[src/rtl/mem_arb_pkg.sv]
// ---------------------------------------------------------------------------
// mem_arb_pkg
//   Shared definitions for the data-memory arbiter.
//   - DEF_ADDR_W / DEF_DATA_W : default memory geometry (2048 x 16)
//   - arb_state_t             : arbiter FSM states
//   - PORT_A / PORT_B         : port identifiers used for grants and the
//                               round-robin last-grant pointer
//   - grant_state()           : first transfer state for a granted port
// ---------------------------------------------------------------------------
package mem_arb_pkg;

    localparam int DEF_ADDR_W = 11;
    localparam int DEF_DATA_W = 16;

    typedef enum logic [1:0] {
        IDLE   = 2'd0,
        A_XFER = 2'd1,
        B_HI   = 2'd2,
        B_LO   = 2'd3
    } arb_state_t;

    localparam logic PORT_A = 1'b0;
    localparam logic PORT_B = 1'b1;

    // Port B starts with the high word; port A is a single access.
    function automatic arb_state_t grant_state(input logic port);
        return (port == PORT_B) ? B_HI : A_XFER;
    endfunction

endpackage

[src/rtl/mem_arb_pick.sv]
// ---------------------------------------------------------------------------
// mem_arb_pick
//   Combinational winner select between the two requesters.
//   Build option: ARB_ROUND_ROBIN_EN
//     defined     : on a simultaneous request the port NOT granted last wins
//     not defined : fixed priority, port B beats port A
// Ports
//   a_vld_i      in  1  port A eligible (request and not in its done cycle)
//   b_vld_i      in  1  port B eligible
//   last_grant_i in  1  port granted most recently (PORT_A / PORT_B)
//   grant_vld_o  out 1  some port is eligible
//   grant_port_o out 1  winning port id
// ---------------------------------------------------------------------------
module mem_arb_pick
    import mem_arb_pkg::*;
(
    input  logic a_vld_i,
    input  logic b_vld_i,
    input  logic last_grant_i,
    output logic grant_vld_o,
    output logic grant_port_o
);

`ifdef ARB_ROUND_ROBIN_EN
    always_comb begin
        grant_vld_o  = a_vld_i | b_vld_i;
        grant_port_o = PORT_A;
        if (a_vld_i && b_vld_i) begin
            // Contention: favour whoever was not served last.
            grant_port_o = (last_grant_i == PORT_A) ? PORT_B : PORT_A;
        end else if (b_vld_i) begin
            grant_port_o = PORT_B;
        end
    end
`else
    // Fixed priority has no use for the pointer.
    logic unused_last_grant;
    assign unused_last_grant = last_grant_i;

    always_comb begin
        grant_vld_o  = a_vld_i | b_vld_i;
        grant_port_o = b_vld_i ? PORT_B : PORT_A;
    end
`endif

endmodule

[src/rtl/data_mem_arbiter.sv]
// ---------------------------------------------------------------------------
// data_mem_arbiter
//   Shares a single-port ADDR_W x DATA_W data memory between
//     port A : pipeline MEM stage, one DATA_W load/store
//     port B : stack/interrupt unit, 2*DATA_W push/pop done as two word
//              accesses, high word at b_addr, low word at b_addr+1 (wraps)
//   All memory-side outputs are registered; the controls for a transfer
//   state are loaded on the edge that enters that state.
//   Build option: ARB_ROUND_ROBIN_EN selects round-robin arbitration with a
//   1-bit last-grant pointer; otherwise fixed priority B > A.
// Ports
//   Clk, Rst          clock, synchronous active-high reset
//   a_req/we/addr/wdata  port A request (held until a_done)
//   a_done, a_rdata      port A completion pulse and load data
//   b_req/we/addr/wdata  port B request (held until b_done), wdata {hi,lo}
//   b_done, b_rdata      port B completion pulse and pop data {hi,lo}
//   mem_write/read/addr/din  memory controls
//   mem_dout             combinational memory read data
//   busy                 FSM not in IDLE
// ---------------------------------------------------------------------------
module data_mem_arbiter
    import mem_arb_pkg::*;
#(
    parameter int ADDR_W = DEF_ADDR_W,
    parameter int DATA_W = DEF_DATA_W
) (
    input  logic                  Clk,
    input  logic                  Rst,
    input  logic                  a_req,
    input  logic                  a_we,
    input  logic [ADDR_W-1:0]     a_addr,
    input  logic [DATA_W-1:0]     a_wdata,
    output logic                  a_done,
    output logic [DATA_W-1:0]     a_rdata,
    input  logic                  b_req,
    input  logic                  b_we,
    input  logic [ADDR_W-1:0]     b_addr,
    input  logic [2*DATA_W-1:0]   b_wdata,
    output logic                  b_done,
    output logic [2*DATA_W-1:0]   b_rdata,
    output logic                  mem_write,
    output logic                  mem_read,
    output logic [ADDR_W-1:0]     mem_addr,
    output logic [DATA_W-1:0]     mem_din,
    input  logic [DATA_W-1:0]     mem_dout,
    output logic                  busy
);

    arb_state_t            state_q, state_d;
    logic                  a_done_q, b_done_q;
    logic [DATA_W-1:0]     a_rdata_q, a_rdata_d;
    logic [2*DATA_W-1:0]   b_rdata_q, b_rdata_d;
    logic                  mem_write_q, mem_write_d;
    logic                  mem_read_q, mem_read_d;
    logic [ADDR_W-1:0]     mem_addr_q, mem_addr_d;
    logic [DATA_W-1:0]     mem_din_q, mem_din_d;

    logic                  grant_vld, grant_port, last_grant;
    logic                  granting;

    // -----------------------------------------------------------------------
    // Arbitration. A port whose done is high this cycle has already been
    // served; its req may still be up for this cycle, so mask it out.
    // -----------------------------------------------------------------------
`ifdef ARB_ROUND_ROBIN_EN
    logic last_grant_q, last_grant_d;
    assign last_grant = last_grant_q;
`else
    assign last_grant = PORT_A;
`endif

    mem_arb_pick u_pick (
        .a_vld_i      (a_req & ~a_done_q),
        .b_vld_i      (b_req & ~b_done_q),
        .last_grant_i (last_grant),
        .grant_vld_o  (grant_vld),
        .grant_port_o (grant_port)
    );

    assign granting = (state_q == IDLE) && grant_vld;

`ifdef ARB_ROUND_ROBIN_EN
    assign last_grant_d = granting ? grant_port : last_grant_q;
`endif

    // -----------------------------------------------------------------------
    // Next state and read-data capture. Read data is taken from mem_dout
    // only when the registered read strobe is up for the current state.
    // -----------------------------------------------------------------------
    always_comb begin
        state_d   = state_q;
        a_rdata_d = a_rdata_q;
        b_rdata_d = b_rdata_q;
        case (state_q)
            IDLE: begin
                if (granting) state_d = grant_state(grant_port);
            end
            A_XFER: begin
                if (mem_read_q) a_rdata_d = mem_dout;
                state_d = IDLE;
            end
            B_HI: begin
                if (mem_read_q) b_rdata_d[2*DATA_W-1:DATA_W] = mem_dout;
                state_d = B_LO;
            end
            B_LO: begin
                if (mem_read_q) b_rdata_d[DATA_W-1:0] = mem_dout;
                state_d = IDLE;
            end
            default: state_d = IDLE;
        endcase
    end

    // -----------------------------------------------------------------------
    // Memory controls for the state being entered, so they are stable for
    // the whole transfer cycle. In IDLE the strobes drop; address and data
    // simply hold.
    // -----------------------------------------------------------------------
    always_comb begin
        mem_write_d = 1'b0;
        mem_read_d  = 1'b0;
        mem_addr_d  = mem_addr_q;
        mem_din_d   = mem_din_q;
        case (state_d)
            A_XFER: begin
                mem_write_d = a_we;
                mem_read_d  = ~a_we;
                mem_addr_d  = a_addr;
                mem_din_d   = a_wdata;
            end
            B_HI: begin
                mem_write_d = b_we;
                mem_read_d  = ~b_we;
                mem_addr_d  = b_addr;
                mem_din_d   = b_wdata[2*DATA_W-1:DATA_W];
            end
            B_LO: begin
                mem_write_d = b_we;
                mem_read_d  = ~b_we;
                mem_addr_d  = b_addr + ADDR_W'(1);  // top address wraps to 0
                mem_din_d   = b_wdata[DATA_W-1:0];
            end
            default: ;
        endcase
    end

    // -----------------------------------------------------------------------
    // State. Reset drops any transfer in flight without a done pulse; the
    // access already presented this cycle still completes at the memory.
    // -----------------------------------------------------------------------
    always_ff @(posedge Clk) begin
        if (Rst) begin
            state_q     <= IDLE;
            a_done_q    <= 1'b0;
            b_done_q    <= 1'b0;
            a_rdata_q   <= '0;
            b_rdata_q   <= '0;
            mem_write_q <= 1'b0;
            mem_read_q  <= 1'b0;
            mem_addr_q  <= '0;
            mem_din_q   <= '0;
        end else begin
            state_q     <= state_d;
            a_done_q    <= (state_q == A_XFER);
            b_done_q    <= (state_q == B_LO);
            a_rdata_q   <= a_rdata_d;
            b_rdata_q   <= b_rdata_d;
            mem_write_q <= mem_write_d;
            mem_read_q  <= mem_read_d;
            mem_addr_q  <= mem_addr_d;
            mem_din_q   <= mem_din_d;
        end
    end

`ifdef ARB_ROUND_ROBIN_EN
    // Pointer starts at A so the first contention goes to B.
    always_ff @(posedge Clk) begin
        if (Rst) last_grant_q <= PORT_A;
        else     last_grant_q <= last_grant_d;
    end
`endif

    assign a_done    = a_done_q;
    assign b_done    = b_done_q;
    assign a_rdata   = a_rdata_q;
    assign b_rdata   = b_rdata_q;
    assign mem_write = mem_write_q;
    assign mem_read  = mem_read_q;
    assign mem_addr  = mem_addr_q;
    assign mem_din   = mem_din_q;
    assign busy      = (state_q != IDLE);

endmodule

[config.mk]
export PLATFORM = sky130hd
export DESIGN_NAME = data_mem_arbiter
export DESIGN_NICKNAME = d
export VERILOG_FILES = /design/src/rtl/mem_arb_pkg.sv /design/src/rtl/mem_arb_pick.sv /design/src/rtl/data_mem_arbiter.sv
export SDC_FILE = /design/constraint.sdc
export NUM_CORES = 1
export LEC_CHECK = 0
export ABC_AREA = 1
export CAP_MARGIN = 20
export CORE_MARGIN = 1.5
export CORE_UTILIZATION = 44
export CTS_CLUSTER_SIZE = 16
export DETAILED_ROUTE_END_ITERATION = 8
export HOLD_SLACK_MARGIN = 0.05
export PLACE_DENSITY = 0.86
export SETUP_SLACK_MARGIN = 0.1
export SLEW_MARGIN = 10
export SYNTH_ARGS = -nofsm -noshare
export SYNTH_HDL_FRONTEND = slang
export SYNTH_SLANG_ARGS = --single-unit
[constraint.sdc]
create_clock -name Clk -period 4.3 [get_ports Clk]
set_clock_uncertainty 0.1 [all_clocks]
set_input_delay 0.86 -clock Clk [delete_from_list [all_inputs] [get_ports Clk]]
set_output_delay 0.86 -clock Clk [all_outputs]
set_load 0.01 [all_outputs]
==> results of run 1 <==
[layout make-up]
type,instances,share of cell area [%]
multi-input cells,349,29.2
repair buffers,175,32.1
flip-flops and latches,81,29.5
clock inverters,6,1.25
clock buffers,10,2.32
well taps,102,2.32
inverters,49,3.34
[metal layers]
metal	vias to the layer above	share of wire (%)
met4	0	1.5
li1	1978	-
met5	-	0
met3	14	10
met1	1794	40
met2	193	48
[worst max path at each step]
| stage | startpoint | end | cells past startpoint |
|---|---|---|---|
| 6_report | b_req | mem_din[12]$_SDFFE_PP0P_ | 8 |
| 4_1_cts | b_req | mem_addr[8]$_SDFFE_PP0P_ | 9 |
| 3_5_place_dp | b_req | mem_addr[8]$_SDFFE_PP0P_ | 9 |
| 5_1_grt | b_req | mem_din[14]$_SDFFE_PP0P_ | 8 |
| 2_1_floorplan | b_req | mem_addr[8]$_SDFFE_PP0P_ | 8 |
| 3_3_place_gp | b_req | mem_addr[8]$_SDFFE_PP0P_ | 9 |
[power breakdown]
part           total [uW]  switching, uW  internal [uW]
registers             846           38.9            807
clock network         553            282            271
logic                 493            247            245
[worst max-delay path, delay by kind of cell]
kind / cells / cell delay (ns)
simple gates: 4 / 1.04
buf+inv: 2 / 0.65
compound gates: 2 / 0.38
[registers in the layout, summed over array words and instances, names as in the netlist, 2 cells and up]
| register | flops |
|---|---|
| mem_din | 16 |
| a_rdata | 16 |
| mem_addr | 11 |
| state_q | 2 |
| b_rdata | 32 |
[cell families after synthesis]
logic type | Yosys count | synth area share, %
AND/OR/NAND/NOR | 193 | 22.8
AO/OA/AOI/OAI | 155 | 22.0
flip-flops | 81 | 45.6
buffers and inverters | 79 | 9.19
adder cells (fa/ha/maj) | 1 | 0.352
[cell usage in the layout, fill, tap and decap left out, types with 3 or more instances in the layout]
| cell | n |
|---|---|
| clkdlybuf4s50_1 | 171 |
| inv_1 | 44 |
| nand2_1 | 115 |
| clkbuf_8 | 9 |
| nand3_1 | 37 |
| clkinv_4 | 3 |
| o21ai_1 | 28 |
| dfxtp_1 | 81 |
| a21oi_1 | 88 |
| o21ai_0 | 36 |
| inv_2 | 5 |
| nor2_1 | 33 |
[per-stage QoR]
stage / cells / power (uW) / hold slack [ns] / utilization [%]
5_1_grt: 772 / 1990 / 0.368 / 70.9
2_1_floorplan: 509 / 1100 / 0.364 / -
4_1_cts: 770 / 1890 / 0.349 / 70.3
3_3_place_gp: 754 / 1330 / 0.334 / 67.8
3_5_place_dp: 754 / 1350 / 0.335 / 67.8
6_report: 772 / 1890 / 0.348 / 70.9
==> flow_summary.toml, run 1 <==
[outcome]
status = "finished clean"

[clock_tree]
insertion_delay_ns = 0.35
cts_tree = "done"
numCtsBuffers = 9
cts_hold_buf = 0
cts_htree_levels = 3
clock-sinks = 81
cts_resized = 0
cts_setup_buffers = 0
clk_path_buf_depth = 2
cts.clk_slew.worst_paths_ns = 0.09
cts_root_buf = "clkbuf_8"

[min_path]
hp-start = "a_rdata[14]$_SDFFE_PP0P_"
hold_class = "reg -> reg"
min_to = "a_rdata[14]$_SDFFE_PP0P_"
min_delay_path_depth = 2

[place]
gp_congestion = 0.910
placed_area_um2 = 5270
port_buffers = 171
hpwl_mm = 7.87
pre_cts_slack_ns = 1.08

[final_layout]
final_area_um2 = 5510
multiInputGateArea_um2 = 1610
fin_nets = 758
n_antenna_cell = 0
syn2layout_area_growth_pct = 54.9
nFillCells = 592
post_route_cells_drive_above_1_share_pct = 4.18
regArea_um2 = 1620

[critical_path]
crit_path_cell_trace = "clkdlybuf4s50_1 -> nand2_1 -> nor2_4 -> buf_4 -> nor2_8 -> nand2_2 -> o21ai_1 -> a21oi_1"
cpPeakStageDelay_ns = 0.52
rr_worst_depth = 3
rrSetupSlack_ns = 1.82
crit_path_max_fanout = 42
path_class = "in -> reg"
r2r-end = "b_rdata[10]$_SDFFE_PP0P_"
cp.arrival_ns = 2.96
startpoint_type = "primary input"
required_ns = 4.40
crit_slowest_cell = "nand2_2"
endpoint_kind = "flop"
timing.rr.start = "mem_read$_SDFF_PP0_"

[global_routing]
met3_usage_pct = 7.80
overflow = 0
grt_pass1_vias = 3631
grt_max_degree = 60
grt_pass1_wl_mm = 17.2
grt_busiest_layer = "met2"
grt_antenna_before_repair = 0
grtUsageTotal_pct = 25.2
grt_use_met1_pct = 29.9
use_met2_pct = 42.5

[power_and_ir_drop]
peakVddDrop_mv = 0.172
cellPowerDensity_nw_per_um2 = 344
p_leak_uw = 0.00211

[logic_synthesis]
synth-seq-cells = 81
synth.top_cells.by_count = "nand2_1, a21oi_1, dfxtp_1"
synth_top_area_share_pct = 45.6
synth_area_leader_cell = "dfxtp_1"
synth_warnings = 0
avgSynthCellArea_um2 = 6.98
netlist_instances = 509
async_flop_share_pct = 0
yosys_most_used_dff = "dfxtp_1"
synth_enable_flop_cells = 0
syn_area_um2 = 3550
synth.most_common_cell = "nand2_1"
yosysUniqueCellTypes = 21
synth_area_leaders = "dfxtp_1, a21oi_1, nand2_1, nand3_1, o21ai_0"
syn_nets = 602
ys_seq_area_share_pct = 45.6

[die]
die_area_um2 = 8630
fp.dieH_um = 92.9
core_area_um2 = 7770
initial_core_util_pct = 45.8
die_w_um = 92.9
num_io_pins = 172
num_rows = 32

[routing]
viasPerCell = 5.15
vias = 3979
drtIter0Drc = 152
wl_per_cell_um = 14.0
dr.pass1.iters = 4
drc = 0
routed_wl_mm = 10.8
antenna_left = 0

[sta]
drv_slew = 0
finalCritPeriodShare_pct = 66.4
fmax_mhz = 350
tightest_slew_ns = 1.02
rsz0062_at_grt = "no"
setup_viol = 0
setup_tns_ns = 0
slew_headroom_pct = 31.5
final.min_clock_period_ns = 2.86
setup_ws_ns = 1.44
hold_violations = 0

[job]
drv_cap = 0
No activity file was read; power rests on OpenSTA's default activity.
==> inputs of run 2 (changes only) <==
CORE_UTILIZATION = 37   (was 44)
PLACE_DENSITY = 0.77   (was 0.86)
clock period = 2.3 ns   (was 4.3 ns; I/O delays follow)
==> run 2 against run 1 <==
Via count fell by 0.13%. First-iteration DRC count fell by 39%. Highest routed layer unchanged. Final cell count rose by 4.7%. Critical path type is now reg -> out. Wire length rose by 2.1%. Critical endpoint is now busy. Sequential power rose by 86%. Flip-flop and latch count did not move. Die area rose by 18%. Register-to-register slack got worse by 1.4 ns.
==> flow_summary.toml, run 2 (synthesis gave the netlist of run 1 again) <==
[critical_path]
cp.arrival_ns = 1.56
crit_path_max_fanout = 5
endpoint_kind = "output pin"
timing.rr.start = "state_q[1]$_SDFF_PP0_"
required_ns = 1.74
path_class = "reg -> out"
startpoint = "state_q[0]$_SDFF_PP0_"
startpoint_type = "flop"

[die]
num_rows = 35
initial_core_util_pct = 38.3
die_area_um2 = 10200
fp.dieH_um = 101
core_area_um2 = 9280
num_io_pins = 172
die_w_um = 101

[job]
drv_cap = 0

[outcome]
status = "finished clean"

[sta]
tightest_slew_ns = 0.542
final.min_clock_period_ns = 2.12
whs_ns = 0.344
drv_slew = 0
rsz0062_at_grt = "no"
setup_tns_ns = 0
setup_viol = 0
hold_violations = 0
finalCritPeriodShare_pct = 92.3
slew_headroom_pct = 63.8
fmax_mhz = 471

[place]
port_buffers = 171
dp.cells = 792
hpwl_mm = 8.16
gp_congestion = 0.860

[final_layout]
fin_nets = 767
nFillCells = 838
layout.cells.non_filler = 808
final_cell_mix = "clkdlybuf4s50_1, nand2_1, a21oi_1"
multiInputGateArea_um2 = 1610
post_route_cells_drive_above_1_share_pct = 5.60
syn2layout_area_growth_pct = 58.8
n_antenna_cell = 0
regArea_um2 = 1620
largest_reg_flops = 32
layout_commonest_cell = "clkdlybuf4s50_1"

[min_path]
hp-start = "b_rdata[10]$_SDFFE_PP0P_"
hold_class = "reg -> reg"

[clock_tree]
cts_setup_buffers = 0
cts_resized = 0
clk_path_buf_depth = 2
insertion_delay_ns = 0.33
cts_root_buf = "clkbuf_8"
cts_hold_buf = 0
cts_tree = "done"
clock-sinks = 81
numCtsBuffers = 9
cts_htree_levels = 3
cts.clk_slew.worst_paths_ns = 0.08

[global_routing]
grt_pass1_vias = 3723
grtUsageTotal_pct = 21.6
grt_antenna_before_repair = 0
grt_max_degree = 60
grt_pass1_wl_mm = 17.4
overflow = 0

[routing]
dr.pass1.iters = 4
routed_wl_mm = 11.0
met1_length_mm = 4.74
drtIter0Drc = 93
wl_met3_um = 949
wl_per_cell_um = 13.6
drc = 0
antenna_left = 0
viasPerCell = 4.92
wl_met2_mm = 5.21
vias = 3974
top_layer_used = "met4"

[power_and_ir_drop]
cellPowerDensity_nw_per_um2 = 663
p_leak_uw = 0.00217
peakVddDrop_mv = 0.338
[run 2: power by group]
part           switching (uW)  internal (uW)  leakage, uW  total (uW)
combinational             475            484      0.00139         959
sequential               65.0           1510     0.000661        1570
clock                     532            679     0.000117        1210
[run 2: layer usage]
| metal | GRT usage (%) | vias to the layer above |
|---|---|---|
| li1 | - | 1990 |
| met1 | 27.0 | 1783 |
| met2 | 36.2 | 190 |
| met3 | 6.17 | 11 |
| met4 | 6.62 | 0 |
| met5 | 0 | - |
[run 2: worst paths after layout]
path | end | slack, ns | cells after the start
worst min-delay path | b_rdata[10]$_SDFFE_PP0P_ | 0.34 | 2
worst min register to register | b_rdata[10]$_SDFFE_PP0P_ | 0.34 | 2
worst max-delay path | busy | 0.18 | 3
worst max register to register | b_rdata[26]$_SDFFE_PP0P_ | 0.42 | 6
[run 2: critical path: stages (launching register included)]
cell and delay (ns):
dfxtp_1 0.45, inv_2 0.07, nand2_1 0.12, clkdlybuf4s50_1 0.59
[run 2: layout make-up]
| type | count | area share [%] |
|---|---|---|
| Clock buffer | 11 | 2.68 |
| Sequential cell | 81 | 28.7 |
| Inverter | 49 | 3.26 |
| Clock inverter | 5 | 1.51 |
| Multi-Input combinational cell | 349 | 28.5 |
| Tap cell | 129 | 2.86 |
| Timing Repair Buffer | 184 | 32.5 |
[run 2: metrics by stage]
step                setup WS (ns)  instance area [um^2]  utilization [%]  power (uW)
finish                      0.178                  5640             60.8        3740
detailed placement         0.0526                  5410             58.2        2570
floorplan                   0.828                  3550                -        2050
global placement            0.115                  5410             58.2        2550
global route                0.103                  5640             60.8        3940
CTS                         0.155                  5640             60.8        3780
